$ cat config.mk
export PLATFORM = sky130hd
export DESIGN_NAME = gf16_mul_array
export DESIGN_NICKNAME = d
export VERILOG_FILES = /design/src/rtl/gf16_pkg.sv /design/src/rtl/gf16_mul_lane.sv /design/src/rtl/gf16_mul_array.sv
export SDC_FILE = /design/constraint.sdc
export NUM_CORES = 2
export LEC_CHECK = 0
export CORE_ASPECT_RATIO = 1.5
export CORE_MARGIN = 2
export CORE_UTILIZATION = 35
export DETAILED_ROUTE_END_ITERATION = 6
export GPL_ROUTABILITY_DRIVEN = 0
export GPL_TIMING_DRIVEN = 1
export SLEW_MARGIN = 15
export SYNTH_ARGS = -nofsm -noshare
export SYNTH_HDL_FRONTEND = slang
export SYNTH_SLANG_ARGS = --single-unit
export TNS_END_PERCENT = 100
$ cat constraint.sdc
create_clock -name clk -period 1.91 [get_ports clk]
set_input_delay 0.382 -clock clk [delete_from_list [all_inputs] [get_ports clk]]
set_output_delay 0.382 -clock clk [all_outputs]
set_load 0.03 [all_outputs]
$ cat src/rtl/gf16_pkg.sv
// Shared types, constants and pure GF(2^16) arithmetic helpers for the
// polynomial-multiplier coefficient datapath.
package gf16_pkg;

  localparam int W     = 16;
  localparam int LANES = 9;
  localparam int PW    = 2 * W - 1;
  localparam int LAT   = 3;

  // Field polynomial x^16+x^5+x^3+x^2+1 with the x^16 term implied.
  localparam logic [W-1:0] POLY_DEF = 16'h002D;

  // Index 0 carries the x^15 coefficient, so the numeric value is the usual
  // polynomial encoding (LSB = x^0).
  typedef logic [0:W-1]  coef_t;
  typedef logic [PW-1:0] prod_t;

  function automatic prod_t clmul16(input coef_t a, input coef_t b);
    logic [W-1:0] av;
    logic [W-1:0] bv;
    prod_t        p;
    av = a;
    bv = b;
    p  = '0;
    for (int k = 0; k < W; k++) begin
      if (bv[k]) begin
        p = p ^ (prod_t'(av) << k);
      end else begin
        p = p;
      end
    end
    return p;
  endfunction

  // Folding top-down keeps each fold's spill (at most x^(n+5)) below the
  // bits still to be visited.
  function automatic coef_t red16(input prod_t p_in, input logic [W-1:0] poly);
    prod_t p;
    p = p_in;
    for (int n = W - 2; n >= 0; n--) begin
      if (p[W+n]) begin
        p = p ^ (prod_t'(poly) << n);
      end else begin
        p = p;
      end
    end
    return coef_t'(p[W-1:0]);
  endfunction

endpackage

$ cat src/rtl/gf16_mul_lane.sv
// One coefficient lane: S2 registers the carry-less product, S3 registers
// the reduced GF(2^16) result.
module gf16_mul_lane
  import gf16_pkg::*;
#(
  parameter logic [W-1:0] POLY = POLY_DEF
) (
  input  logic         clk,
  input  logic         rst_b,
  input  logic [0:W-1] o_i,
  input  logic [0:W-1] t_i,
  output logic [0:W-1] r_o
);

  prod_t prod_d;
  prod_t prod_q;
  coef_t res_d;
  coef_t res_q;

  // Next-state: multiply the S1 operands, reduce the S2 product.
  always_comb begin
    prod_d = clmul16(o_i, t_i);
    res_d  = red16(prod_q, POLY);
  end

  // S2/S3 pipeline registers, flushed by the asynchronous reset.
  always_ff @(posedge clk or negedge rst_b) begin
    if (!rst_b) begin
      prod_q <= '0;
      res_q  <= '0;
    end else begin
      prod_q <= prod_d;
      res_q  <= res_d;
    end
  end

  assign r_o = res_q;

endmodule

$ cat src/rtl/gf16_mul_array.sv
// Nine-lane GF(2^16) coefficient multiplier with a fixed 3-cycle latency and
// a broadcast scalar operand; outputs come straight from the S3 registers.
module gf16_mul_array
  import gf16_pkg::*;
#(
  parameter logic [W-1:0] POLY = POLY_DEF
) (
  input  logic         clk,
  input  logic         rst_b,
  input  logic [0:W-1] mul1_o_in,
  input  logic [0:W-1] mul2_o_in,
  input  logic [0:W-1] mul3_o_in,
  input  logic [0:W-1] mul4_o_in,
  input  logic [0:W-1] mul5_o_in,
  input  logic [0:W-1] mul6_o_in,
  input  logic [0:W-1] mul7_o_in,
  input  logic [0:W-1] mul8_o_in,
  input  logic [0:W-1] mul9_o_in,
  input  logic [0:W-1] mul_t_in,
  input  logic         in_vld,
  output logic [0:W-1] mul1_r_dat,
  output logic [0:W-1] mul2_r_dat,
  output logic [0:W-1] mul3_r_dat,
  output logic [0:W-1] mul4_r_dat,
  output logic [0:W-1] mul5_r_dat,
  output logic [0:W-1] mul6_r_dat,
  output logic [0:W-1] mul7_r_dat,
  output logic [0:W-1] mul8_r_dat,
  output logic [0:W-1] mul9_r_dat,
  output logic         out_vld
);

  coef_t          o_d [LANES];
  coef_t          o_q [LANES];
  coef_t          t_d;
  coef_t          t_q;
  coef_t          r_s [LANES];
  logic [LAT-1:0] vld_d;
  logic [LAT-1:0] vld_q;

  // Gather lane operands and advance the valid tag one stage per cycle.
  always_comb begin
    o_d[0] = mul1_o_in;
    o_d[1] = mul2_o_in;
    o_d[2] = mul3_o_in;
    o_d[3] = mul4_o_in;
    o_d[4] = mul5_o_in;
    o_d[5] = mul6_o_in;
    o_d[6] = mul7_o_in;
    o_d[7] = mul8_o_in;
    o_d[8] = mul9_o_in;
    t_d    = mul_t_in;
    vld_d  = {vld_q[LAT-2:0], in_vld};
  end

  // S1 operand registers plus the whole valid chain.
  always_ff @(posedge clk or negedge rst_b) begin
    if (!rst_b) begin
      for (int i = 0; i < LANES; i++) begin
        o_q[i] <= '0;
      end
      t_q   <= '0;
      vld_q <= '0;
    end else begin
      for (int i = 0; i < LANES; i++) begin
        o_q[i] <= o_d[i];
      end
      t_q   <= t_d;
      vld_q <= vld_d;
    end
  end

  // Every lane reads the same S1 copy of t, keeping lanes time-coherent.
  for (genvar g = 0; g < LANES; g++) begin : g_lane
    gf16_mul_lane #(
      .POLY (POLY)
    ) u_lane (
      .clk   (clk),
      .rst_b (rst_b),
      .o_i   (o_q[g]),
      .t_i   (t_q),
      .r_o   (r_s[g])
    );
  end

  assign mul1_r_dat = r_s[0];
  assign mul2_r_dat = r_s[1];
  assign mul3_r_dat = r_s[2];
  assign mul4_r_dat = r_s[3];
  assign mul5_r_dat = r_s[4];
  assign mul6_r_dat = r_s[5];
  assign mul7_r_dat = r_s[6];
  assign mul8_r_dat = r_s[7];
  assign mul9_r_dat = r_s[8];
  assign out_vld    = vld_q[LAT-1];

endmodule

==> run metrics <==
CTS tree=built; library cells used by synthesis=14; Slew headroom=58.2%; outcome=finished with violations; # rows=166; RSZ-0062 raised after global routing=true; number of global-route vias before repair=~39000; Fin Setup TNS=-2.75 ps; dpl hpwl=110000 um; final hold vios=0; final WL=156000 um; non-filler instance count after layout=approximately 8000; Synth Warn #=0; pin count of the biggest net entering global routing=96; placed cell areas=55300 sq um; Syn Area/Cell=roughly 8 sq um; Critical Path RT=2430 ps; CP cell instances=buf_12 -> nand2_1 -> xor2_1 -> xnor2_1 -> xnor2_1 -> xnor2_1; die area=141000 sq um; crit path capture type=flip-flop; total power=67.8 mW; Overflow after GRT=0; TritonCTS Sinks=586; Peak supply drop=0.636 mV; clock transition at the registers of the reported paths=~70 ps; worst skew pair latency=690 ps; Setup Skew=a little over 40 ps; Leak=between 20 and 25 nW; commonest non-fill, non-tap cells in the layout=nand2_1, xnor2_1, xor2_1, dfrtp_1, buf_4; commonest non-fill, non-tap cell in the layout=nand2_1; # IOs=around 310; Initial Utilization=35.3%; fmax=approximately 520 MHz; crit-path max FO=43; MaxCap Viol Count=0; Chip Height=459 um; Vias=38800; 1st-iter DRT viols=about 3600; Post-DRT Antenna Nets=0; Avg Vias per Cell=4.82; CTS Buf Count=67; H-tree depth=3; top cells by area, synth=xnor2_1, dfrtp_1, nand2_1; critical path's largest stage delay=~560 ps; most used cell, CP=xnor2_1; deepest clock path buffer count=3; Final WS setup=-2.75 ps; DP Cell Count=~7900; initial antenna violation count=9; width of the die=a little over 300 um; CP Data Arrival Time=2440 ps; Mapped Cells=5926; share of cells above drive strength 1=10.2%; CP startpoint kind=flip-flop; register area share after synthesis=30.4%; Tot GR Track Use=21.6%; mapped cell area=48200 sq um; Final #Nets=6383; Layout area overhead=20.1%; pre-CTS WS=-20.8 ps; Synth top area share=~34%; Design Area, Final=57900 sq um; Hold Crit Class=in2reg; Max Slew Vio Count=0; Seq cells post-synth=586; root buf cell=clkbuf_16; DRC violations left=0; drt first pass iters=7; Crit Path Class=reg2reg; pwr/cell area=1170 nW/um^2; first-pass GRT wire length=about 240000 um; Core Footprint=137000 sq um; wire per inst=~20 um; Final period util=100%; post-synth top area cell=xnor2_1; failing checks=setup timing; final setup violating endpoints=1; slowest stage cell on the critical path=dfrtp_4; IO Port Bufs=307; Post-Syn Nets=just over 6000; minimum clock period=~1900 ps; worst-margin pin slew=~630 ps
==> final cells by class <==
| class | instances | area, sq um |
|---|---|---|
| Antenna cell | 2 | 5.00 |
| Clock buffer | 83 | 1840 |
| Clock inverter | 39 | 483 |
| Fill cell | 13400 | 78800 |
| Multi-Input combinational cell | 4792 | 30700 |
| Sequential cell | 586 | 14700 |
| Tap cell | 1764 | 2210 |
| Timing Repair Buffer | 773 | 7920 |
==> worst paths after layout <==
path / startpoint / endpoint / slack (ps) / cells after the start
setup / recovery: t_q[11] / g_lane[1].u_lane.prod_q[12] / -3 / 6
hold / removal: mul7_o_in[5] / o_q[42] / 140 / 1
setup reg to reg: t_q[11] / g_lane[1].u_lane.prod_q[12] / -3 / 6
hold reg to reg: vld_q[0] / vld_q[1] / 350 / 0
max in group asynchronous: rst_b / g_lane[3].u_lane.prod_q[23] / 830 / 3
min in group asynchronous: rst_b / t_q[0] / 180 / 2
==> flip-flops by register name (all words and copies together) (netlist names) <==
name,count
o_q,144
vld_q,3
g_lane.u_lane.r_o,144
g_lane.u_lane.prod_q,279
t_q,16
==> cell usage after synthesis <==
library cell and n:
buf_8 1, nand2_1 2266, clkbuf_1 39, nand2_2 20, clkbuf_2 120, buf_2 327, xnor2_1 1883, dfrtp_1 586
buf_4 42, buf_1 3, xor2_1 590, buf_6 16, and2_1 18, xnor2_2 15
==> power by group <==
part           total (mW)  switching (mW)  internal (mW)
combinational        33.9            18.3           15.6
sequential           20.2            3.41           16.8
clock                13.7            5.70           8.03
==> metrics by stage <==
step	utilization, %	hold slack, ps
floorplan	-	86.4
global placement	40.5	283
detailed placement	40.5	291
CTS	42.1	100
global route	42.4	131
finish	42.4	138
==> worst max-delay path, delay by kind of cell, from the launching register on <==
kind	cells	cell delay [ps]
AND/OR/NAND/NOR	1	100
buffers and inverters	1	280
XOR/XNOR	4	760
flip-flops	1	560
==> cell families (layout without fill, tap and decap cells) <==
group,Yosys count,after routing,synth area share (%)
other cells,0,2,0
buf+inv,548,895,6.03
simple gates,2304,2304,18.1
xor+xnor,2488,2488,45.4
flops,586,586,30.4
==> routing by layer <==
metal	global-route usage [%]	share of wire [%]	vias to the layer above
li1	-	-	17900
met4	7.34	3.3	10
met2	33.6	44	1683
met5	0	0.040	-
met1	30.2	44	18800
met3	3.78	8.2	323
==> repair_timing <==
item,CTS,global route
endpoints found under the hold margin,85,0
setup endpoints to repair,147,28
gates cloned,0,7
buffers inserted,4,11
gates resized for setup,146,19
pin swaps,1,11
hold buffers,1,0
(Power assumes the default switching activity.)
